`config.mk`:
```
export PLATFORM = sky130hd
export DESIGN_NAME = mem_access_stage
export DESIGN_NICKNAME = d
export VERILOG_FILES = /design/src/rtl/mem_access_stage_pkg.sv /design/src/rtl/mem_lsu_encode.sv /design/src/rtl/mem_access_stage.sv
export SDC_FILE = /design/constraint.sdc
export NUM_CORES = 1
export LEC_CHECK = 0
export CAP_MARGIN = 20
export CORE_MARGIN = 1.5
export CORE_UTILIZATION = 38
export DETAILED_ROUTE_END_ITERATION = 6
export HOLD_SLACK_MARGIN = 0.03
export PLACE_DENSITY = 0.77
export SYNTH_ARGS = -nofsm -noshare
export SYNTH_HDL_FRONTEND = slang
export SYNTH_SLANG_ARGS = --single-unit
```
`constraint.sdc`:
```
create_clock -name clk -period 1.59 [get_ports clk]
set_clock_uncertainty 0.1 [all_clocks]
set_input_delay 0.159 -clock clk [delete_from_list [all_inputs] [get_ports clk]]
set_output_delay 0.159 -clock clk [all_outputs]
set_load 0.05 [all_outputs]
```
`src/rtl/mem_access_stage_pkg.sv`:
```
// Shared encodings for the MEM pipeline stage: memory op codes, load-select
// bit indices, address-error exception codes, FSM states and the entry record.
package mem_access_stage_pkg;

  typedef enum logic [3:0] {
    MEM_OP_NONE = 4'd0,
    MEM_OP_LB   = 4'd1,
    MEM_OP_LBU  = 4'd2,
    MEM_OP_LH   = 4'd3,
    MEM_OP_LHU  = 4'd4,
    MEM_OP_LW   = 4'd5,
    MEM_OP_LWL  = 4'd6,
    MEM_OP_LWR  = 4'd7,
    MEM_OP_SB   = 4'd8,
    MEM_OP_SH   = 4'd9,
    MEM_OP_SW   = 4'd10,
    MEM_OP_SWL  = 4'd11,
    MEM_OP_SWR  = 4'd12
  } mem_op_e;

  localparam int LOAD_SEL_W   = 11;
  localparam int LOAD_LB_BIT  = 0;
  localparam int LOAD_LBU_BIT = 1;
  localparam int LOAD_LH_BIT  = 2;
  localparam int LOAD_LHU_BIT = 3;
  localparam int LOAD_LW_BIT  = 4;
  localparam int LOAD_L0_BIT  = 5;
  localparam int LOAD_L1_BIT  = 6;
  localparam int LOAD_L2_BIT  = 7;
  localparam int LOAD_R1_BIT  = 8;
  localparam int LOAD_R2_BIT  = 9;
  localparam int LOAD_R3_BIT  = 10;

  localparam logic [4:0] EXC_ADEL = 5'h04;
  localparam logic [4:0] EXC_ADES = 5'h05;

  typedef enum logic [1:0] {
    ST_EMPTY    = 2'd0,
    ST_WAIT_BUS = 2'd1,
    ST_READY    = 2'd2
  } mem_state_e;

  typedef struct packed {
    logic [4:0]            write_num;
    logic                  exc;
    logic [4:0]            exc_code;
    logic [31:0]           bad_vaddr;
    logic                  mem_req;
    logic [LOAD_SEL_W-1:0] load_sel;
    logic [1:0]            align;
    logic [31:0]           final_res;
    logic [31:0]           rt_data;
    logic [31:0]           pc;
    logic                  dangerous;
    logic                  wr;
    logic [3:0]            wstrb;
    logic [31:0]           wdata;
  } mem_entry_t;

endpackage

```
`src/rtl/mem_lsu_encode.sv`:
```
// Combinational load/store decode: byte strobes, store data, one-hot load
// selector and address-error flags. Unaligned LWL/LWR/SWL/SWR need MEM_UNALIGNED_LS_EN.
module mem_lsu_encode
  import mem_access_stage_pkg::*;
(
  input  logic [3:0]            mem_op,
  input  logic [1:0]            addr_lo,
  input  logic [31:0]           rt,
  output logic                  is_load,
  output logic                  is_store,
  output logic                  ade_l,
  output logic                  ade_s,
  output logic [3:0]            wstrb,
  output logic [31:0]           wdata,
  output logic [LOAD_SEL_W-1:0] load_sel
);

  mem_op_e op;

  always_comb begin
    op       = mem_op_e'(mem_op);
`ifndef MEM_UNALIGNED_LS_EN
    // Without unaligned support the partial-word ops fold onto the word ops.
    if (op == MEM_OP_LWL || op == MEM_OP_LWR) op = MEM_OP_LW;
    if (op == MEM_OP_SWL || op == MEM_OP_SWR) op = MEM_OP_SW;
`endif
    is_load  = 1'b0;
    is_store = 1'b0;
    ade_l    = 1'b0;
    ade_s    = 1'b0;
    wstrb    = '0;
    wdata    = '0;
    load_sel = '0;
    case (op)
      MEM_OP_LB: begin
        is_load = 1'b1;
        load_sel[LOAD_LB_BIT] = 1'b1;
      end
      MEM_OP_LBU: begin
        is_load = 1'b1;
        load_sel[LOAD_LBU_BIT] = 1'b1;
      end
      MEM_OP_LH: begin
        is_load = 1'b1;
        ade_l   = addr_lo[0];
        load_sel[LOAD_LH_BIT] = 1'b1;
      end
      MEM_OP_LHU: begin
        is_load = 1'b1;
        ade_l   = addr_lo[0];
        load_sel[LOAD_LHU_BIT] = 1'b1;
      end
      MEM_OP_LW: begin
        is_load = 1'b1;
        ade_l   = (addr_lo != 2'd0);
        load_sel[LOAD_LW_BIT] = 1'b1;
      end
`ifdef MEM_UNALIGNED_LS_EN
      MEM_OP_LWL: begin
        is_load = 1'b1;
        case (addr_lo)
          2'd0:    load_sel[LOAD_L0_BIT] = 1'b1;
          2'd1:    load_sel[LOAD_L1_BIT] = 1'b1;
          2'd2:    load_sel[LOAD_L2_BIT] = 1'b1;
          default: load_sel[LOAD_LW_BIT] = 1'b1;
        endcase
      end
      MEM_OP_LWR: begin
        is_load = 1'b1;
        case (addr_lo)
          2'd3:    load_sel[LOAD_R3_BIT] = 1'b1;
          2'd2:    load_sel[LOAD_R2_BIT] = 1'b1;
          2'd1:    load_sel[LOAD_R1_BIT] = 1'b1;
          default: load_sel[LOAD_LW_BIT] = 1'b1;
        endcase
      end
`endif
      MEM_OP_SB: begin
        is_store = 1'b1;
        wstrb    = 4'b0001 << addr_lo;
        wdata    = {4{rt[7:0]}};
      end
      MEM_OP_SH: begin
        is_store = 1'b1;
        ade_s    = addr_lo[0];
        wstrb    = addr_lo[1] ? 4'b1100 : 4'b0011;
        wdata    = {2{rt[15:0]}};
      end
      MEM_OP_SW: begin
        is_store = 1'b1;
        ade_s    = (addr_lo != 2'd0);
        wstrb    = 4'b1111;
        wdata    = rt;
      end
`ifdef MEM_UNALIGNED_LS_EN
      MEM_OP_SWL: begin
        is_store = 1'b1;
        case (addr_lo)
          2'd0:    wstrb = 4'b0001;
          2'd1:    wstrb = 4'b0011;
          2'd2:    wstrb = 4'b0111;
          default: wstrb = 4'b1111;
        endcase
        wdata = rt >> (5'd24 - {addr_lo, 3'b000});
      end
      MEM_OP_SWR: begin
        is_store = 1'b1;
        wstrb    = 4'b1111 << addr_lo;
        wdata    = rt << {addr_lo, 3'b000};
      end
`endif
      default: ;
    endcase
  end

endmodule

```
`src/rtl/mem_access_stage.sv`:
```
// MEM pipeline stage: latches the EXE result, issues the data-bus request and
// runs the valid/allowin interlock. Unaligned ops gated by MEM_UNALIGNED_LS_EN.
module mem_access_stage
  import mem_access_stage_pkg::*;
#(
  parameter int ADDR_W = 32,
  parameter int DATA_W = 32
) (
  input  logic                  clk,
  input  logic                  rst,
  input  logic                  EXE_valid_w_i,
  input  logic                  WB_allowin_w_i,
  input  logic                  flush_w_i,
  input  logic [4:0]            EXE_writeNum_i,
  input  logic [DATA_W-1:0]     EXE_finalRes_i,
  input  logic [DATA_W-1:0]     EXE_rtData_i,
  input  logic [3:0]            EXE_memOp_i,
  input  logic [ADDR_W-1:0]     EXE_pc_i,
  input  logic                  EXE_isDangerous_i,
  output logic                  MEM_allowin_w_o,
  output logic                  MEM_valid_w_o,
  output logic [4:0]            MEM_writeNum_w_o,
  output logic                  data_req,
  output logic                  data_wr,
  output logic [3:0]            data_wstrb,
  output logic [ADDR_W-1:0]     data_addr,
  output logic [DATA_W-1:0]     data_wdata,
  input  logic                  data_addr_ok,
  output logic [4:0]            MEM_writeNum_o,
  output logic                  MEM_exceptionRisk_o,
  output logic [4:0]            MEM_excCode_o,
  output logic [ADDR_W-1:0]     MEM_badVAddr_o,
  output logic                  MEM_memReq_o,
  output logic [ADDR_W-1:0]     MEM_VAddr_o,
  output logic                  MEM_isDangerous_o,
  output logic [DATA_W-1:0]     MEM_finalRes_o,
  output logic [DATA_W-1:0]     MEM_rtData_o,
  output logic [1:0]            MEM_alignCheck_o,
  output logic [LOAD_SEL_W-1:0] MEM_loadSel_o
);

  mem_state_e state_q;
  mem_entry_t entry_q;
  mem_entry_t entry_d;

  logic                  is_load, is_store, ade_l, ade_s, ade, bus_op;
  logic [3:0]            enc_wstrb;
  logic [31:0]           enc_wdata;
  logic [LOAD_SEL_W-1:0] enc_load_sel;

  // Decode on the EXE side so the FSM knows the entry's class as it loads.
  mem_lsu_encode u_encode (
    .mem_op   (EXE_memOp_i),
    .addr_lo  (EXE_finalRes_i[1:0]),
    .rt       (EXE_rtData_i),
    .is_load  (is_load),
    .is_store (is_store),
    .ade_l    (ade_l),
    .ade_s    (ade_s),
    .wstrb    (enc_wstrb),
    .wdata    (enc_wdata),
    .load_sel (enc_load_sel)
  );

  assign ade    = ade_l | ade_s;
  assign bus_op = (is_load | is_store) & ~ade;

  always_comb begin
    entry_d           = '0;
    entry_d.write_num = ade ? 5'd0 : EXE_writeNum_i;
    entry_d.exc       = ade;
    entry_d.exc_code  = ade_l ? EXC_ADEL : (ade_s ? EXC_ADES : 5'd0);
    entry_d.bad_vaddr = ade ? EXE_finalRes_i : '0;
    entry_d.mem_req   = is_load & ~ade;
    entry_d.load_sel  = enc_load_sel;
    entry_d.align     = EXE_finalRes_i[1:0];
    entry_d.final_res = EXE_finalRes_i;
    entry_d.rt_data   = EXE_rtData_i;
    entry_d.pc        = EXE_pc_i;
    entry_d.dangerous = EXE_isDangerous_i;
    entry_d.wr        = is_store & ~ade;
    entry_d.wstrb     = ade ? 4'b0000 : enc_wstrb;
    entry_d.wdata     = ade ? '0 : enc_wdata;
  end

  assign data_req        = (state_q == ST_WAIT_BUS) && WB_allowin_w_i && !flush_w_i;
  assign MEM_valid_w_o   = (state_q == ST_READY) ||
                           ((state_q == ST_WAIT_BUS) && data_req && data_addr_ok);
  assign MEM_allowin_w_o = (state_q == ST_EMPTY) || (MEM_valid_w_o && WB_allowin_w_i);
  assign MEM_writeNum_w_o = (state_q == ST_EMPTY) ? 5'd0 : entry_q.write_num;

  // An accepted WAIT_BUS entry leaves through allowin in the same cycle.
  always_ff @(posedge clk or negedge rst) begin
    if (!rst) begin
      state_q <= ST_EMPTY;
      entry_q <= '0;
    end else if (flush_w_i || (MEM_allowin_w_o && !EXE_valid_w_i)) begin
      state_q <= ST_EMPTY;
      entry_q <= '0;
    end else if (MEM_allowin_w_o) begin
      state_q <= bus_op ? ST_WAIT_BUS : ST_READY;
      entry_q <= entry_d;
    end
  end

  assign data_wr             = entry_q.wr;
  assign data_wstrb          = entry_q.wstrb;
  assign data_addr           = entry_q.final_res;
  assign data_wdata          = entry_q.wdata;
  assign MEM_writeNum_o      = entry_q.write_num;
  assign MEM_exceptionRisk_o = entry_q.exc;
  assign MEM_excCode_o       = entry_q.exc_code;
  assign MEM_badVAddr_o      = entry_q.bad_vaddr;
  assign MEM_memReq_o        = entry_q.mem_req;
  assign MEM_VAddr_o         = entry_q.pc;
  assign MEM_isDangerous_o   = entry_q.dangerous;
  assign MEM_finalRes_o      = entry_q.final_res;
  assign MEM_rtData_o        = entry_q.rt_data;
  assign MEM_alignCheck_o    = entry_q.align;
  assign MEM_loadSel_o       = entry_q.load_sel;

endmodule

```
After elaboration in Yosys (flattened, before gate mapping)
Index checks and enable logic that the tools add are counted.
{"block": "totals", "wordCells": 81, "out_inout_bits": 231, "reg_bits": 193}
{"block": "op_classes", "eq_ne": 14, "reduce_logical": 19, "shift": 1, "n_mux": 26, "bitwise_logic": 6}
{"op": "$mux W191", "n": 2}
{"op": "$pmux W32 S3", "n": 1}
{"op": "$mux W32", "n": 2}
{"op": "$eq A4 B4 Y1 const B", "n": 5}
{"op": "$eq A4 B3 Y1 const B", "n": 4}
{"op": "$mux W4", "n": 4}
{"op": "$pmux W4 S3", "n": 1}
{"op": "$mux W5", "n": 2}
{"op": "$eq A4 B2 Y1 const B", "n": 2}
{"op": "$mux W1", "n": 7}
{"op": "$logic_and A1 B1 Y1", "n": 6}
{"op": "$mux W2", "n": 3}
{"op": "$mux W3", "n": 2}
{"op": "$logic_or A1 B1 Y1", "n": 5}
{"op": "$reduce_or A5 Y1", "n": 1}
{"op": "$eq A4 B1 Y1 const B", "n": 1}
{"op": "$pmux W1 S2", "n": 2}
{"op": "$reduce_bool A2 Y1", "n": 2}
{"op": "$shl A1 B2 Y4 const A", "n": 1}
{"op": "$and A1 B1 Y1", "n": 3}
{"op": "$reduce_or A3 Y1", "n": 1}
{"op": "$eq A2 B1 Y1 const B", "n": 1}
{"op": "$eq A2 B2 Y1 const B", "n": 1}
{"op": "$logic_not A1 Y1", "n": 2}
{"op": "other kinds (4)", "n": 5}

Longest topological paths before layout
Gate-level depths: netlist of run 1.
{"block": "logic_depth", "word_depth": 15, "depth_mapped": 7, "depth_no_buf": 4}

Hierarchy
From an unflattened synthesis of run 1, not the netlist that was laid out.
{"block": "hier_totals", "cells_unflattened": 1006, "area_unflattened_um2": 10323.7}
{"mod": "mem_access_stage", "n_inst": 1, "area_per_inst_um2": 9469.1, "seq_area_each_um2": 4704.5, "cells_each": 873}
{"mod": "mem_lsu_encode", "n_inst": 1, "area_per_inst_um2": 854.6, "seq_area_each_um2": 0.0, "cells_each": 133}

Least setup slack after synthesis of run 1
No wires, ideal clock.
{"block": "synth_timing", "path_kind": "reg-to-output", "from": "register state_q[0]", "to": "output MEM_valid_w_o", "arrival_ps": 2722, "setup_slack_ps": -1391, "path_buffers": 0, "path_stages_with_launch": 4, "cell_sequence": "dfrtp_1 > nor4bb_1 > nand2_1 > o21ai_0"}
{"block": "synth_via", "elab_chain_cells": 6, "elab_cells_between_ends": 7, "classes_between": "eq/ne (2); reduce/logical (5)"}
{"item": "start, declared", "line_no": "mem_access_stage.sv:42", "text": "mem_state_e state_q;"}
{"item": "start signal, assigned", "line_no": "mem_access_stage.sv:101", "text": "state_q <= bus_op ? ST_WAIT_BUS : ST_READY;"}
{"item": "$eq A2 B1 Y1", "line_no": "mem_access_stage.sv:86", "text": "assign data_req = (state_q == ST_WAIT_BUS) && WB_allowin_w_i && !flush_w_i;"}
{"item": "$logic_and A1 B1 Y1 (2 in series)", "line_no": "mem_access_stage.sv:86"}
{"item": "net data_req", "line_no": "mem_access_stage.sv:23", "text": "output logic data_req,"}
{"item": "$logic_and A1 B1 Y1 (2 in series)", "line_no": "mem_access_stage.sv:88", "text": "((state_q == ST_WAIT_BUS) && data_req && data_addr_ok);"}
{"item": "$logic_or A1 B1 Y1", "line_no": "mem_access_stage.sv:87", "text": "assign MEM_valid_w_o = (state_q == ST_READY) ||"}
{"item": "end, declared", "line_no": "mem_access_stage.sv:21", "text": "output logic MEM_valid_w_o,"}
The timed path passes the listed nets, and every way through them passes these cells.

Final worst setup path of run 1
{"block": "layout_timing", "from": "register state_q[1]", "to": "register entry_q, in the netlist data_wdata[27]"}
{"block": "layout_via", "elab_chain_cells": 11, "elab_cells_between_ends": 14, "classes_between": "eq/ne (2); mux (1); reduce/logical (11)"}
{"item": "$eq A2 B1 Y1", "line_no": "mem_access_stage.sv:86, mem_access_stage.sv:88"}
{"item": "$logic_and A1 B1 Y1 (2 in series)", "line_no": "mem_access_stage.sv:86"}
{"item": "$logic_and A1 B1 Y1 (2 in series)", "line_no": "mem_access_stage.sv:88"}
{"item": "$logic_or A1 B1 Y1", "line_no": "mem_access_stage.sv:87"}
{"item": "$logic_and A1 B1 Y1", "line_no": "mem_access_stage.sv:89", "text": "assign MEM_allowin_w_o = (state_q == ST_EMPTY) || (MEM_valid_w_o && WB_allowin_w_i);"}
{"item": "$logic_or A1 B1 Y1 *", "line_no": "mem_access_stage.sv:89"}
{"item": "$logic_and A1 B1 Y1", "line_no": "mem_access_stage.sv:97", "text": "end else if (flush_w_i || (MEM_allowin_w_o && !EXE_valid_w_i)) begin"}
{"item": "$logic_or A1 B1 Y1", "line_no": "mem_access_stage.sv:97"}
{"item": "$mux W191 / $reduce_bool A2 Y1 (equally long branches)"}
{"item": "end signal, assigned", "line_no": "mem_access_stage.sv:102", "text": "entry_q <= entry_d;"}
{"item": "end, declared", "line_no": "mem_access_stage.sv:43", "text": "mem_entry_t entry_q;"}
Every way passes the cells marked *; elsewhere a longest branch is shown, timed or not.
A chain may end at the register's enable or synchronous reset.

==> impl_metrics.yaml, run 1 <==
synth:
  synth-edff-count: 0
  seq_area_frac_synth_pct: 58.34
  ys_top_cells_by_count: "dfrtp_1 (182), a22o_1 (130), a32o_1 (48), buf_4 (43), buf_2 (41)"
  ys.flop_type: "dfrtp_1"
  synth_cell_type_count: 47
  yosysTopAreaCell: "dfrtp_1"
  synthesis.area_um2: 7806
  synth_fa_ha_area_share_pct: 0
  synth_most_common_cell: "dfrtp_1"
  synthArstFlopShare_pct: 100.0
  synth_top_area_share_pct: 58.34
  muxShareOfSynthArea_pct: 0.5129
  synth_seq_cells: 182
  synth_area_leaders: "dfrtp_1 (58%), a22o_1 (15%), a32o_1 (6.2%), buf_4 (4.1%), buf_2 (2.6%)"
  synth-compound-area-share_pct: 27.47
  yosys.area_share.simple_pct: 4.921
  synth_top_family_by_area: "compound AO/OA/AOI/OAI gates"
  synthXorXnorAreaFrac_pct: 0.1122
  syn_inst: 632
  syn_avg_cell_area_um2: 12.35
  ys_warn_count: 0
floorplanning:
  die_w_um: 146.3
  initial_core_util_pct: 38.70
  dieHeight_um: 146.3
  die_area_um2: 21410
  fp-row-count: 52
  coreArea_um2: 20170
  io_pins: 343
clock_network:
  cts_sinks: 182
  cts-root-buf: "clkbuf_16"
  cts_tree: "done"
  numCtsBuffers: 17
  cts_htree_levels: 4
  cts_max_path_buffers: 2
  clk_latency_ns: 0.43
  cts.clk_slew.worst_paths_ns: 0.08
placed_design:
  place_area_um2: 11380
  hpwlAfterDp_um: 18240
  numPortBuffers: 333
  place.gp.congestion: 0.8649
grt:
  grt_max_degree: 47
  grt_pass1_vias: 7316
  grt_use_total_pct: 26.97
  grt_pass1_wl_um: 43900
  overflow: 0
  antenna_found_initial: 2
cells_and_area:
  layout.area.seq_um2: 4557
  multi_input_area_um2: 2736
  finalInstanceArea_um2: 13290
  syn2layout_area_growth_pct: 70.22
  fillers: 1498
  drive_gt1_share_pct: 41.70
  layout.nets: 1160
timing:
  period_needed_ns: 1.959
  tns_ns: -54.48
  fmax_mhz: 510.5
  setup_slack_ns: -0.3690
  rsz0062_at_grt: "yes"
  setup-violations-final: 190
  hold_viol_final: 0
  min_period_over_period_pct: 123.2
  drv_slew: 0
critical_path:
  r2r_slack_ns: -0.37
  crit_path_end_kind: "flip-flop"
  cp_max_fo: 12
  crit_type: "reg -> reg"
  slowest_delay_ns: 0.39
  r2r-end: "data_wdata[27]"
  cp.arrival_ns: 2.18
  rr_startpoint: "state_q[1]"
  cp_cell_sequence: "buf_4 -> nor2_4 -> o31a_4 -> buf_4 -> o211a_4 -> bufbuf_16 -> a22o_1"
  reg2reg_depth: 7
  critPathMostFrequentCell: "buf_4"
  startpoint_type: "flip-flop"
  critPathRequiredTime_ns: 1.81
  cpMaxStageDelayCell: "dfrtp_2"
power_and_ir_drop:
  p_clk_share_pct: 35.7
  intPower_mw: 8.488
  irDropWorstVdd_mv: 0.7064
  p_switching_mw: 3.880
  p_leak_nw: 6.444
  p_seq_share_pct: 39.9
  swShare_pct: 31.37
  power_density_nw_per_um2: 930.8
  combPwrFrac_pct: 24.4
detailed_routing:
  routed_wl_um: 29400
  vias: 7365
  via_per_inst: 5.529
  drt_iter0_markers: 457
  antenna_left: 0
  first_pass_iters: 5
  routedWlPerCell_um: 22.08
  drc: 0
run_status:
  status: "finished with violations"
  violations: "setup timing"
job:
  cap_violations: 0
min_path:
  hold_class: "in -> async"
## cells by family after synthesis
logic type,count (synthesis)
AO/OA/AOI/OAI,261
XOR/XNOR,1
buffers and inverters,112
flip-flops,182
multiplexers,4
other,1
AND/OR/NAND/NOR,71
## cell type report
cell class                      instances  share of cell area [%]
Timing Repair Buffer                  494                   37.82
Antenna cell                            2                 0.03766
Multi-Input combinational cell        346                   20.59
Inverter                                7                  0.1977
Clock inverter                         13                   1.215
Tap cell                              270                   2.542
Clock buffer                           18                   3.305
Sequential cell                       182                   34.29
## stage by stage
stage | setup slack (ns) | total power, mW | hold slack (ns) | instances | utilization (%)
detailed placement | -0.5490 | 7.595 | 0.03916 | 1237 | 56.43
CTS | -0.3356 | 12.36 | 0.1487 | 1320 | 65.14
floorplan | -0.1864 | 6.482 | -0.2366 | 640 | -
global route | -0.4148 | 12.76 | 0.1647 | 1331 | 65.87
finish | -0.3690 | 12.37 | 0.1623 | 1332 | 65.88
global placement | -0.5210 | 7.573 | 0.04047 | 1237 | 56.43
## power groups by stage
stage                     Sequential (mW)  Combinational (mW)  Clock, mW
after floorplan                      5.60               0.885          0
after global placement               5.01                2.56          0
after detailed placement             5.01                2.58          0
after CTS                            4.93                2.96       4.47
after global routing                 4.95                3.14       4.67
final                                4.94                3.01       4.42
## layout by cell type, fill, tap and decap left out, drive strengths merged, types with 3 or more instances in the layout
cell and instances:
conb 9, o22ai 4, nor2b 17, a21oi 27, mux2i 4, inv 14
a32o 48, nor2 7, a211oi 7, o21ai 23, a22o 130, nand2b 5
clkbuf 23, a211o 6, nand2 25, nand3 4, clkdlybuf4s50 109, buf 373
or2 3, dfrtp 182, bufbuf 5
## sequential cells by signal (all words and copies together), names as in the netlist
| name | count |
|---|---|
| MEM_VAddr_o | 32 |
| MEM_alignCheck_o | 1 |
| MEM_badVAddr_o | 32 |
| MEM_excCode_o | 2 |
| MEM_exceptionRisk_o | 1 |
| MEM_finalRes_o | 31 |
| MEM_isDangerous_o | 1 |
| MEM_loadSel_o | 5 |
| MEM_memReq_o | 1 |
| MEM_rtData_o | 32 |
| MEM_writeNum_o | 5 |
| data_wdata | 32 |
| data_wr | 1 |
| data_wstrb | 4 |
| state_q | 2 |
## repair_timing
item / in CTS / in global routing
endpoints found under the hold margin: 182 / 0
setup endpoints to repair: 189 / 190
buffers inserted: 25 / 11
gates resized for setup: 73 / 15
pin swaps: 26 / 23
hold buffers: 1 / 0
cloned: 26 / 4
## how the worst max path moves through the flow
stage | slack (ns) | cells after the start | start | to
finish | -0.37 | 7 | state_q[1] | data_wdata[27]
global route | -0.41 | 8 | state_q[1] | data_wdata[8]
CTS | -0.34 | 5 | state_q[1] | MEM_valid_w_o
detailed placement | -0.55 | 6 | EXE_finalRes_i[0] | MEM_writeNum_o[4]
global placement | -0.52 | 6 | EXE_finalRes_i[0] | MEM_writeNum_o[4]
floorplan | -0.19 | 3 | state_q[1] | MEM_valid_w_o
## routing by layer
| metal | wire length (um) | GRT usage [%] | share of wire, % |
|---|---|---|---|
| met1 | 11430 | 33.65 | 39 |
| met2 | 14850 | 46.14 | 51 |
| met3 | 2344 | 6.313 | 8.0 |
| met4 | 772 | 8.939 | 2.6 |
| met5 | 0 | 0 | 0 |
## critical path, delay by kind of cell (launching register included)
kind | cells | cell delay (ns)
AO/OA/AOI/OAI | 3 | 0.71
buffers and inverters | 3 | 0.59
flip-flops | 1 | 0.39
AND/OR/NAND/NOR | 1 | 0.05
No activity file was read; power rests on OpenSTA's default activity.
==> run 2, diff against run 1 <==
--- a/config.mk
+++ b/config.mk
@@ -9,6 +9,7 @@
 export CORE_MARGIN = 1.5
 export CORE_UTILIZATION = 38
 export DETAILED_ROUTE_END_ITERATION = 6
+export GPL_TIMING_DRIVEN = 0
 export HOLD_SLACK_MARGIN = 0.03
 export PLACE_DENSITY = 0.77
 export SYNTH_ARGS = -nofsm -noshare
==> constraint.sdc (replaced) <==
create_clock -name clk -period 1.59 [get_ports clk]
set_clock_uncertainty 0.1 [all_clocks]
set_input_delay 0.159 -clock clk [delete_from_list [all_inputs] [get_ports clk]]
set_output_delay 0.159 -clock clk [all_outputs]
set_load 0.005 [all_outputs]
==> impl_metrics.yaml, run 2 (synthesized netlist as in run 1, its figures left out) <==
critical_path:
  worstSetupStartpoint: "state_q[1]"
  critPathMostFrequentCell: "buf_6"
  cp_cell_sequence: "and3b_4 -> o31a_1 -> buf_6 -> o211a_4 -> buf_8 -> buf_6 -> a22o_1"
  cp.arrival_ns: 2.06
  cp_max_fo: 6
  r2r-end: "data_wdata[18]"
  crit_path_end_kind: "flip-flop"
  critPathRequiredTime_ns: 1.80
  r2r_slack_ns: -0.26
  cpMaxStageDelayCell: "dfrtp_2"
  rr_startpoint: "state_q[1]"
  crit_type: "reg -> reg"
  slowest_delay_ns: 0.37
  startpoint_type: "flip-flop"
  reg2reg_depth: 7
cells_and_area:
  drive_gt1_share_pct: 19.68
  layout.nets: 1156
  layout.cells.most_common_list: "clkdlybuf4s50_1 (232), dfrtp_1 (180), a22o_1 (130)"
  layout_commonest_cell: "clkdlybuf4s50_1"
  layout.area.seq_um2: 4557
  finalInstanceArea_um2: 12920
  fillers: 1590
  multi_input_area_um2: 2678
  syn2layout_area_growth_pct: 65.46
clock_network:
  cts_htree_levels: 4
  cts_sinks: 182
  clk_latency_ns: 0.42
  cts_tree: "done"
  cts.clk_slew.worst_paths_ns: 0.07
  cts-root-buf: "clkbuf_16"
  cts_max_path_buffers: 2
  numCtsBuffers: 17
timing:
  fmax_mhz: 540.0
  tns_ns: -36.39
  rsz0062_at_grt: "yes"
  period_needed_ns: 1.852
  drv_slew: 0
  fin_hold_ws_ns: 0.06719
  min_period_over_period_pct: 116.5
  hold_viol_final: 0
  relSlewSlack_pct: 57.71
  worst_pin_slew_ns: 0.6343
  setup_slack_ns: -0.2618
  setup-violations-final: 190
grt:
  grt_use_total_pct: 25.93
  overflow: 0
  grt_pass1_wl_um: 42900
  antenna_found_initial: 2
  grt_pass1_vias: 7328
  grt_max_degree: 101
detailed_routing:
  routedWlPerCell_um: 20.70
  antenna_left: 0
  first_pass_iters: 4
  routed_wl_um: 27490
  vias: 7164
  drt_iter0_markers: 483
  via_per_inst: 5.395
  drc: 0
run_status:
  violations: "setup timing"
  status: "finished with violations"
floorplanning:
  io_pins: 343
  coreArea_um2: 20170
  die_w_um: 146.3
  fp-row-count: 52
  die_area_um2: 21410
  initial_core_util_pct: 38.70
  dieHeight_um: 146.3
power_and_ir_drop:
  p_leak_nw: 6.449
  irDropWorstVdd_mv: 0.6847
  power_density_nw_per_um2: 900.9
min_path:
  hold_class: "in -> reg"
  holdCritStartpoint: "EXE_memOp_i[0]"
  min_to: "MEM_loadSel_o[0]"
  min_path_cells: 3
job:
  cap_violations: 0
placed_design:
  place_area_um2: 11570
  place.gp.congestion: 0.8571
  numPortBuffers: 330
  hpwlAfterDp_um: 19610
[run 2: changes by cell type in the layout (fill, tap and decap cells not counted), moves of 5 or more]
cell	change
dlygate4sd2_1	+62
o21ai_0	+6
clkdlybuf4s50_1	+123
dlymetal6s2s_1	+24
buf_12	-27
buf_4	-206
buf_16	-13
buf_6	-7
clkbuf_1	+10
buf_2	+25
bufbuf_16	-5
[run 2: report_power, final]
part           switching (mW)  leakage, nW  internal [mW]
combinational           0.849         3.65           1.07
clock                    1.89        0.320           2.91
sequential              0.116         2.48           4.80
[run 2: worst max path at each step]
stage / endpoint / slack, ns / depth (start not counted)
after floorplan: data_wdata[4] / -0.15 / 7
final: data_wdata[18] / -0.26 / 7
after CTS: data_wdata[18] / -0.26 / 7
after detailed placement: MEM_writeNum_o[3] / -0.85 / 6
after global placement: MEM_VAddr_o[11] / -7.29 / 1
after global routing: data_wdata[16] / -0.30 / 7
[run 2: repair_timing]
item	in CTS	in global routing
endpoints found under the hold margin	82	0
pin swaps	28	2
gates resized for setup	154	40
setup endpoints to repair	262	282
hold buffers	1	0
cloned	7	0
setup buffers	44	4
[run 2: cell type report]
| type | count | share of cell area, % |
|---|---|---|
| Inverter | 7 | 0.2131 |
| Antenna cell | 1 | 0.01937 |
| Buffer | 103 | 6.219 |
| Timing Repair Buffer | 387 | 29.75 |
| Sequential cell | 182 | 35.28 |
| Clock buffer | 20 | 3.536 |
| Multi-Input combinational cell | 346 | 20.73 |
| Clock inverter | 12 | 1.637 |
| Tap cell | 270 | 2.616 |
[run 2: metal layers]
layer / share of wire, % / up-vias / track usage [%]
li1: - / 3199 / -
met5: 0.047 / - / 0
met2: 49 / 332 / 42.56
met3: 7.8 / 40 / 7.094
met4: 2.4 / 2 / 8.737
met1: 41 / 3591 / 33.17
[run 2: critical path, delay by kind of cell (launching register included)]
| kind | cells | cell delay [ns] |
|---|---|---|
| buf+inv | 3 | 0.42 |
| flops | 1 | 0.37 |
| compound gates | 3 | 0.64 |
| simple gates | 1 | 0.21 |
[run 2: metrics by stage]
| stage | power (mW) | utilization, % | setup slack (ns) | instances |
|---|---|---|---|---|
| 5_1_grt | 12.05 | 64.04 | -0.3042 | 1328 |
| 2_1_floorplan | 5.662 | - | -0.1498 | 640 |
| 3_5_place_dp | 6.760 | 57.38 | -0.8464 | 1241 |
| 6_report | 11.64 | 64.04 | -0.2618 | 1328 |
| 4_1_cts | 11.67 | 63.32 | -0.2611 | 1323 |
| 3_3_place_gp | 6.731 | 57.22 | -7.288 | 1240 |
